`src/rtl/exa_vc_out_sched_if.sv`:
```
// Link-side bundle of the VC output scheduler: per-VC FIFO head view plus the registered output word.
// master = scheduler, slave = FIFO bank / downstream link.
interface exa_vc_out_sched_if #(
    parameter int NUM_VC = 4,
    parameter int DWIDTH = 32
);
    localparam int VCW = $clog2(NUM_VC);

    logic [NUM_VC-1:0]        i_vc_empty;
    logic [NUM_VC*DWIDTH-1:0] i_vc_rd_data;
    logic [NUM_VC-1:0]        i_vc_tail;
    logic [NUM_VC-1:0]        o_vc_rd_en;
    logic                     o_valid;
    logic [DWIDTH-1:0]        o_data;
    logic                     o_tail;
    logic [VCW-1:0]           o_vc_id;

    modport master (
        input  i_vc_empty, i_vc_rd_data, i_vc_tail,
        output o_vc_rd_en, o_valid, o_data, o_tail, o_vc_id
    );

    modport slave (
        output i_vc_empty, i_vc_rd_data, i_vc_tail,
        input  o_vc_rd_en, o_valid, o_data, o_tail, o_vc_id
    );
endinterface

```
`src/rtl/exa_vc_out_sched.sv`:
```
// Packet-atomic round-robin output scheduler with per-VC downstream credit counters.
// Optional per-VC packet counters are built when EXA_VC_OUT_SCHED_STATS_EN is defined.
module exa_vc_out_sched #(
    parameter int  NUM_VC  = 4,
    parameter int  DWIDTH  = 32,
    parameter int  CREDITS = 8,
    localparam int CWIDTH  = $clog2(CREDITS + 1),
    localparam int VCW     = $clog2(NUM_VC)
) (
    input  logic                     clk,
    input  logic                     arst_n,
    exa_vc_out_sched_if.master       vc_if,
    input  logic [NUM_VC-1:0]        i_credit_ret,
    output logic [NUM_VC*CWIDTH-1:0] o_credit,
    output logic                     o_credit_err,
    output logic [NUM_VC*32-1:0]     o_pkt_cnt
);

    typedef enum logic {IDLE, XFER} state_t;

    state_t            state, state_nxt;
    logic [VCW-1:0]    grant, grant_nxt;
    logic [VCW-1:0]    rr_ptr, rr_nxt;
    logic              pop;
    logic [NUM_VC-1:0] pop_vec;
    logic [NUM_VC-1:0] elig;
    logic [NUM_VC-1:0] credit_ovf;
    logic [CWIDTH-1:0] credit [NUM_VC];
    logic [DWIDTH-1:0] head_data;

    always_comb begin
        for (int v = 0; v < NUM_VC; v++) begin
            elig[v] = ~vc_if.i_vc_empty[v] & (credit[v] != '0);
        end
    end

    // Round-robin search starts one past the VC that sent the last tail.
    logic           arb_found;
    logic [VCW-1:0] arb_sel;
    int             arb_idx;

    always_comb begin
        arb_found = 1'b0;
        arb_sel   = '0;
        arb_idx   = 0;
        for (int k = 1; k <= NUM_VC; k++) begin
            arb_idx = (int'(rr_ptr) + k) % NUM_VC;
            if (!arb_found && elig[VCW'(arb_idx)]) begin
                arb_found = 1'b1;
                arb_sel   = VCW'(arb_idx);
            end
        end
    end

    // NOTE: every output of this block gets a default first so no latch is inferred.
    always_comb begin
        state_nxt = state;
        grant_nxt = grant;
        rr_nxt    = rr_ptr;
        pop       = 1'b0;
        pop_vec   = '0;
        unique case (state)
            IDLE: begin
                if (arb_found) begin
                    grant_nxt = arb_sel;
                    state_nxt = XFER;
                end
            end
            XFER: begin
                pop          = elig[grant];
                pop_vec[grant] = pop;
                if (pop && vc_if.i_vc_tail[grant]) begin
                    rr_nxt    = grant;
                    state_nxt = IDLE;
                end
            end
            default: state_nxt = IDLE;
        endcase
    end

    assign vc_if.o_vc_rd_en = pop_vec;
    assign head_data        = vc_if.i_vc_rd_data[grant*DWIDTH +: DWIDTH];

    // NOTE: sequential state uses non-blocking assignments so all registers update together.
    always_ff @(posedge clk or negedge arst_n) begin
        if (!arst_n) begin
            state  <= IDLE;
            grant  <= '0;
            rr_ptr <= VCW'(NUM_VC - 1);
        end else begin
            state  <= state_nxt;
            grant  <= grant_nxt;
            rr_ptr <= rr_nxt;
        end
    end

    always_ff @(posedge clk or negedge arst_n) begin
        if (!arst_n) begin
            vc_if.o_valid <= 1'b0;
            vc_if.o_data  <= '0;
            vc_if.o_tail  <= 1'b0;
            vc_if.o_vc_id <= '0;
        end else begin
            vc_if.o_valid <= pop;
            if (pop) begin
                vc_if.o_data  <= head_data;
                vc_if.o_tail  <= vc_if.i_vc_tail[grant];
                vc_if.o_vc_id <= grant;
            end
        end
    end

    // A simultaneous pop and return cancel; a return to a full counter is flagged, not counted.
    for (genvar v = 0; v < NUM_VC; v++) begin : g_credit
        always_ff @(posedge clk or negedge arst_n) begin
            if (!arst_n) begin
                credit[v] <= CWIDTH'(CREDITS);
            end else if (pop_vec[v] && !i_credit_ret[v]) begin
                credit[v] <= credit[v] - CWIDTH'(1);
            end else if (!pop_vec[v] && i_credit_ret[v] && credit[v] != CWIDTH'(CREDITS)) begin
                credit[v] <= credit[v] + CWIDTH'(1);
            end
        end

        assign credit_ovf[v] = i_credit_ret[v] & ~pop_vec[v] & (credit[v] == CWIDTH'(CREDITS));
        assign o_credit[v*CWIDTH +: CWIDTH] = credit[v];
    end

    always_ff @(posedge clk or negedge arst_n) begin
        if (!arst_n) begin
            o_credit_err <= 1'b0;
        end else if (|credit_ovf) begin
            o_credit_err <= 1'b1;
        end
    end

`ifdef EXA_VC_OUT_SCHED_STATS_EN
    for (genvar v = 0; v < NUM_VC; v++) begin : g_stats
        logic [31:0] pkt_cnt;

        always_ff @(posedge clk or negedge arst_n) begin
            if (!arst_n) begin
                pkt_cnt <= '0;
            end else if (pop_vec[v] && vc_if.i_vc_tail[v]) begin
                pkt_cnt <= pkt_cnt + 32'd1;
            end
        end

        assign o_pkt_cnt[v*32 +: 32] = pkt_cnt;
    end
`else
    assign o_pkt_cnt = '0;
`endif

endmodule

```
`src/flat_wrapper.sv`:
```
// flat-port wrapper written by rule: the top's interface ports become plain ports
module exa_vc_out_sched_flat 
#(
    parameter int  NUM_VC  = 4,
    parameter int  DWIDTH  = 32,
    parameter int  CREDITS = 8,
    localparam int CWIDTH  = $clog2(CREDITS + 1),
    localparam int VCW     = $clog2(NUM_VC)
)
  (clk, arst_n, i_credit_ret, o_credit, o_credit_err, o_pkt_cnt, vc_if_i_vc_empty, vc_if_i_vc_rd_data, vc_if_i_vc_tail, vc_if_o_vc_rd_en, vc_if_o_valid, vc_if_o_data, vc_if_o_tail, vc_if_o_vc_id);
  exa_vc_out_sched_if #(.NUM_VC(NUM_VC), .DWIDTH(DWIDTH)) vc_if_i ();
  input  logic clk;
  input  logic arst_n;
  input  logic [NUM_VC-1:0] i_credit_ret;
  output logic [NUM_VC*CWIDTH-1:0] o_credit;
  output logic o_credit_err;
  output logic [NUM_VC*32-1:0] o_pkt_cnt;
  input wire logic [$bits(vc_if_i.i_vc_empty)-1:0] vc_if_i_vc_empty;
  input wire logic [$bits(vc_if_i.i_vc_rd_data)-1:0] vc_if_i_vc_rd_data;
  input wire logic [$bits(vc_if_i.i_vc_tail)-1:0] vc_if_i_vc_tail;
  output wire logic [$bits(vc_if_i.o_vc_rd_en)-1:0] vc_if_o_vc_rd_en;
  output wire logic [$bits(vc_if_i.o_valid)-1:0] vc_if_o_valid;
  output wire logic [$bits(vc_if_i.o_data)-1:0] vc_if_o_data;
  output wire logic [$bits(vc_if_i.o_tail)-1:0] vc_if_o_tail;
  output wire logic [$bits(vc_if_i.o_vc_id)-1:0] vc_if_o_vc_id;
  assign vc_if_i.i_vc_empty = vc_if_i_vc_empty;
  assign vc_if_i.i_vc_rd_data = vc_if_i_vc_rd_data;
  assign vc_if_i.i_vc_tail = vc_if_i_vc_tail;
  assign vc_if_o_vc_rd_en = vc_if_i.o_vc_rd_en;
  assign vc_if_o_valid = vc_if_i.o_valid;
  assign vc_if_o_data = vc_if_i.o_data;
  assign vc_if_o_tail = vc_if_i.o_tail;
  assign vc_if_o_vc_id = vc_if_i.o_vc_id;
  exa_vc_out_sched #(.NUM_VC(NUM_VC), .DWIDTH(DWIDTH), .CREDITS(CREDITS)) u_core (.clk(clk), .arst_n(arst_n), .vc_if(vc_if_i), .i_credit_ret(i_credit_ret), .o_credit(o_credit), .o_credit_err(o_credit_err), .o_pkt_cnt(o_pkt_cnt));
endmodule
```
`config.mk`:
```
export PLATFORM = sky130hd
export DESIGN_NAME = exa_vc_out_sched_flat
export DESIGN_NICKNAME = d
export VERILOG_FILES = /design/src/rtl/exa_vc_out_sched_if.sv /design/src/rtl/exa_vc_out_sched.sv /design/src/flat_wrapper.sv
export SDC_FILE = /design/constraint.sdc
export NUM_CORES = 1
export LEC_CHECK = 0
export CAP_MARGIN = 20
export CORE_AREA = 2 2 128 130
export CTS_CLUSTER_SIZE = 10
export DETAILED_ROUTE_END_ITERATION = 6
export DIE_AREA = 0 0 130 132
export PLACE_DENSITY = 0.72
export SLEW_MARGIN = 20
export SYNTH_ARGS = -nofsm -noshare
export SYNTH_HDL_FRONTEND = slang
export SYNTH_SLANG_ARGS = --single-unit
```
`constraint.sdc`:
```
create_clock -name clk -period 3.6 [get_ports clk]
set_clock_uncertainty 0.2 [all_clocks]
set_input_delay 0.54 -clock clk [delete_from_list [all_inputs] [get_ports clk]]
set_output_delay 0.54 -clock clk [all_outputs]
set_load 0.05 [all_outputs]
```
Word-level counts from Yosys, hierarchy flattened
Index checks and enable logic that the tools add are counted.

word-level totals
  flip-flop bits (word level) = 58
  latch bits = 0
  memory bits (writable) = 0
  bits in read-only memories = 0
  input bits = 142
  output and inout port bits = 185
  logic and storage cells = 139
  memories kept = 0

operators by class
  add/sub/neg operators = 12
  multipliers = 0
  div/mod/pow operators = 0
  order comparisons = 6
  equal/unequal tests = 8
  shifts and indexed selects = 1
  multiplexer cells = 39
  bitwise gates (word level) = 22
  reductions and logical operators = 39

operator list
  cell                   count
  $shiftx A128 B8 Y32    1
  $mux W4                9
  $mux W1                18
  $logic_and A1 B1 Y1    17
  $add A4 B1 Y4 const B  4
  $eq A4 B4 Y1 const B   4
  $lt A2 B4 Y1 const B   4
  $ne A4 B4 Y1 const B   4
  $reduce_bool A4 Y1     4
  $sub A4 B1 Y4 const B  4
  $and A1 B1 Y1          12
  $bmux W1 S2            6
  $logic_not A1 Y1       11
  $not A1 Y1             9
  $mux W2                4
  $reduce_bool A2 Y1     4
  $add A2 B1 Y2 const B  2
  $add A2 B2 Y2 const B  2
  $and A4 B4 Y4          1
  $reduce_and A2 Y1      2
  $reduce_or A4 Y1       1
  $lt A2 B3 Y1 const B   1
  $demux W1 S2           1
  $ge A2 B1 Y1 const B   1
  $pmux W1 S2            1

Longest topological paths before layout
  depth after elaboration = 17
  depth in mapped cells = 11
  mapped depth without buffers = 9

Worst setup path after synthesis
OpenSTA, ideal clock, no wires.

  kind = register -> register
  start point = reg u_core.credit, in the netlist u_core.o_credit[3]
  end point = reg u_core.credit, in the netlist u_core.o_credit[3]
  library setup time = 0.076 ns
  data arrival time = 3.131 ns
  required time = 3.324 ns
  slack = 0.193 ns
  cell stages (with the launch flop) = 9
  buffers on the path = 0
  period minus slack after synthesis = 3.407 ns
  cell sequence = dfstp_2 > nor4_2 > nor4_2 > and2_1 > ha_1 > a21o_1 > a21oi_1 > mux2i_1 > xnor2_1

between the ends
  word-level cells in the longest chain between the ends = 10
  elaborated cells on any way between the ends = 16
  classes of those cells = 2 x add/sub; 1 x eq/ne; 5 x mux; 2 x bitwise; 6 x reduce/logical

ends and longest elaborated chain
  what                               line                     text
  start: declaration                 exa_vc_out_sched.sv:28   logic [CWIDTH-1:0] credit [NUM_VC];
  start signal: indexed assignment   exa_vc_out_sched.sv:117  credit[v] <= CWIDTH'(CREDITS);
  start signal: indexed assignment   exa_vc_out_sched.sv:119  credit[v] <= credit[v] - CWIDTH'(1);
  start signal: indexed assignment   exa_vc_out_sched.sv:121  credit[v] <= credit[v] + CWIDTH'(1);
  $reduce_bool A4 Y1 (*)             exa_vc_out_sched.sv:33   elig[v] = ~vc_if.i_vc_empty[v] & (credit[v] != '0);
  $and A1 B1 Y1 (*)                  exa_vc_out_sched.sv:33
  $bmux W1 S2 (*)                    exa_vc_out_sched.sv:70   pop = elig[grant];
  $mux W1 (not written as such) (*)  exa_vc_out_sched.sv:70
  $and A4 B4 Y4 (no line) (*)        --
  $mux W4 (*)                        exa_vc_out_sched.sv:62   unique case (state)
  via vc_if_o_vc_rd_en[0]            flat_wrapper.sv:21       output wire logic [$bits(vc_if_i.o_vc_rd_en)-1:0] vc_if_o_vc_rd_en;
  $logic_not A1 Y1                   exa_vc_out_sched.sv:120  end else if (!pop_vec[v] && i_credit_ret[v] && credit[v] != CWIDTH'(CREDITS)) begin
  $logic_and A1 B1 Y1 (2 in a row)   exa_vc_out_sched.sv:120
  $reduce_bool A2 Y1 (no line)       --

Mark *: on every way through the listed nets, which the timed path passes. The rest lies on a longest branch. The select of a mux whose other input is x is not followed.
A chain may end at the register's enable or synchronous reset.

Final worst setup path
  start point = reg u_core.credit, in the netlist u_core.o_credit[9]
  end point = reg u_core.credit, in the netlist u_core.o_credit[11]

between the ends
  word-level cells in the longest chain between the ends = 10
  elaborated cells on any way between the ends = 16
  classes of those cells = 2 x add/sub; 1 x eq/ne; 5 x mux; 2 x bitwise; 6 x reduce/logical

ends and longest elaborated chain
  what                              line
  $reduce_bool A4 Y1                exa_vc_out_sched.sv:33
  $and A1 B1 Y1                     exa_vc_out_sched.sv:33
  $bmux W1 S2                       exa_vc_out_sched.sv:70
  $mux W1 (not written as such)     exa_vc_out_sched.sv:70
  $and A4 B4 Y4 (no line)           --
  $mux W4                           exa_vc_out_sched.sv:62
  $logic_not A1 Y1                  exa_vc_out_sched.sv:120
  $logic_and A1 B1 Y1 (2 in a row)  exa_vc_out_sched.sv:120
  $reduce_bool A2 Y1 (no line)      --

Parallel ways exist; a longest one is shown, timed or not. The select of a mux whose other input is x is not followed.

==> results.yml <==
yosys:
  syn_area_per_cell_um2: 11.5
  synth_top_area_cell: "dfrtp_1"
  synthDistinctLibCells: 61
  ys_warn_count: 0
  synth_edf_count: 0
  ys_async_sr_fraction_pct: 100
  yosysSeqAreaShare_pct: 31.1
  yosys_register_bits: 58
  syn_area_um2: 4700
  yosysTopAreaCellShare_pct: 27.7
  ys.flop_type: "dfrtp_1"
  netlist_instances: 407
  synth_area_leaders: "dfrtp_1 28%, buf_4 20%, mux4_2 15%, mux2_1 8.2%, dfstp_2 3.4%"
timing:
  min_period_over_period_pct: 84.8
  rsz0062_at_grt: "false"
  tns_ns: 0
  slew_violations: 0
  setup_violations: 0
  final_hold_viol_count: 0
  slew_headroom_pct: 54.2
  fmax_mhz: 327
  period_needed_ns: 3.05
  worst_pin_slew_ns: 0.681
worst_setup_path:
  worstSetupEndpoint: "u_core.o_credit[11]"
  critPathLaunchType: "flip-flop"
  reg2reg_from: "u_core.o_credit[9]"
  reg2regPathDepth: 9
  required_ns: 3.65
  r2r-end: "u_core.o_credit[11]"
  setup.worst_path.start: "u_core.o_credit[9]"
  crit_fanout: 5
  worstSetupEndpointType: "flip-flop"
  crit_arrival_ns: 3.11
  ff2ff_setup_slack_ns: 0.55
  crit_type: "flip-flop to flip-flop"
finish:
  seqCellArea_um2: 1460
  nNetsFinal: 762
  fin_area_um2: 6760
  antenna_cells: 0
  layout.cells.non_filler: 829
  area_delta_synth_final_pct: 44.0
  drive_gt1_share_pct: 13.5
  nFillCells: 1538
  multi_input_area_um2: 2610
die:
  initial_utilization_pct: 29.9
  top_level_ports: 327
  fp.dieW_um: 130
  die_h_um: 132
  rows: 46
  core_area_um2: 15700
  die_area_um2: 17200
global_route:
  grt.met2_usage_pct: 25.6
  grtUsageTotal_pct: 14.1
  grt_pass1_vias: 3312
  use_met1_pct: 15.9
  grt_start_max_net_pins: 44
  grt-ovfl-total: 0
  grt_use_met3_pct: 4.50
  grt_first_pass_wirelength_um: 18300
  busiest_layer: "met2"
  antenna_found_initial: 0
pwr:
  p_clk_share_pct: 14.6
  max-vdd-ir-drop_mv: 0.494
  internal_power_mw: 3.25
  p_sw_share_pct: 48.6
  leakagePower_nw: 2.90
  p_comb_share_pct: 63.9
  fin_total_pwr_mw: 6.33
  power.net_switching_mw: 3.08
  seqPwrFrac_pct: 21.6
  powerDensity_nw_per_um2: 935
clocking:
  clock_path_buffers: 2
  worstSkewPairLatency_ns: 0.32
  cts_resized: 0
  cts_root_buf: "clkbuf_16"
  holdBufCountCts: 0
  cts_tree: "yes"
  cts_setup_buffers: 0
  h-tree-depth: 3
  clkSlewWorstSetupHoldPaths_ns: 0.06
  cts_sinks: 58
  numCtsBuffers: 9
place:
  port_buffers: 198
  dpl.cell_count: 813
  dpl_cell_area_um2: 6440
  dpl.hpwl_um: 10500
  gp_congestion: 0.736
drt:
  wirelength_um: 12900
  antenna_left: 0
  route.detailed.drc: 0
  vias_per_cell: 4.12
  drt_iter0_drc: 107
  drtPass1Iterations: 4
  wl_per_cell_um: 15.5
  vias: 3414
status:
  status: "complete, no violations"
flow_run:
  maxCapViolCount: 0
worst_hold_path:
  hold_path.class: "primary input to async pin"
[synth_stat cells (all sizes together), types with 3 or more instances]
master and n:
a21o 4, a21oi 10, buf 137, clkbuf 4
dfrtp 52, dfstp 6, fa 4, ha 8
inv 19, mux2 35, mux2i 9, mux4 32
nand2 11, nand3 3, nor2 7, nor3 7
nor4 5, o21ai 7, o22ai 3, or2 4
or3 3, xnor2 8, xor2 4
[logic make-up after synthesis]
group           after synthesis  share of synthesized area, %
compound gates               37                          5.52
xor+xnor                     12                          2.24
fa+ha+maj                    12                          3.84
buf+inv                     160                          23.7
flops                        58                          31.1
mux                          76                          25.9
other cells                   1                        0.0799
simple gates                 51                          7.67
[layout by cell type, fill, tap and decap left out, types with 3 or more instances in the layout]
cell type        Yosys  routed
a21o_1               4       4
a21oi_1              9       9
buf_4              128       9
clkbuf_16            0       9
clkdlybuf4s50_1      0     194
conb_1               1     128
dfrtp_1             52      50
dfstp_2              6       6
fa_1                 4       4
ha_1                 8       8
inv_1               16      16
inv_2                3       3
mux2_1              34      34
mux2i_1              8       8
mux4_2              32      32
nand2_1             10      10
nand3_1              3       3
nor2_1               6       6
nor3_1               7       7
o21ai_0              4       4
o21ai_1              3       3
or2_1                3       3
xnor2_1              8       8
xor2_1               4       4
[metal layers]
metal,vias up,routed length (um)
li1,1598,-
met4,0,134
met1,1638,4880
met3,10,1160
met2,168,6710
met5,-,0
[sequential cells by signal, indices dropped and copies added (netlist names)]
name,flops
u_core.rr_ptr,2
u_core.o_credit,16
u_core.vc_if.o_tail,1
u_core.vc_if.o_data,32
u_core.vc_if.o_vc_id,2
u_core.state,1
u_core.o_credit_err,1
u_core.vc_if.o_valid,1
u_core.grant,2
[stage by stage]
| stage | hold slack, ns | util, % | setup WS, ns |
|---|---|---|---|
| 5_1_grt | 0.0699 | 43.0 | 0.353 |
| 3_5_place_dp | 0.275 | 41.0 | 0.301 |
| 2_1_floorplan | 0.0444 | - | 0.193 |
| 3_3_place_gp | 0.266 | 41.0 | 0.347 |
| 4_1_cts | 0.238 | 43.0 | 0.540 |
| 6_report | 0.0146 | 43.0 | 0.546 |
[worst max-delay path, cell delays in order, from the launching register on]
cell	delay [ns]
dfrtp_1	0.42
nor4_1	0.64
or3_4	0.26
or2_1	0.26
inv_2	0.07
ha_1	0.27
a21o_1	0.17
a21oi_1	0.26
mux2i_4	0.27
xor2_1	0.16
[power groups by stage]
stage	logic (mW)	clock network, mW	registers [mW]
6_report	4.04	0.921	1.37
5_1_grt	4.28	0.989	1.43
4_1_cts	4.11	0.954	1.37
3_5_place_dp	4.10	0	1.38
3_3_place_gp	4.06	0	1.37
2_1_floorplan	2.02	0	2.33
[cell type report]
type | count | share of cell area [%]
Inverter | 19 | 1.05
Sequential cell | 58 | 21.6
Tap cell | 216 | 4.00
Clock buffer | 11 | 3.59
Timing Repair Buffer | 204 | 30.0
Clock inverter | 5 | 1.15
Multi-Input combinational cell | 316 | 38.6
[worst min path at each step]
stage | start | slack [ns] | to
final | arst_n | 0.01 | u_core.vc_if.o_data[9]
after detailed placement | u_core.vc_if.o_data[28] | 0.28 | u_core.vc_if.o_data[28]
after floorplan | arst_n | 0.04 | u_core.grant[0]
after global placement | u_core.vc_if.o_vc_id[1] | 0.27 | u_core.vc_if.o_vc_id[1]
after CTS | arst_n | 0.24 | u_core.vc_if.o_data[8]
after global routing | arst_n | 0.07 | u_core.vc_if.o_data[9]
No activity file was read; power rests on OpenSTA's default activity.
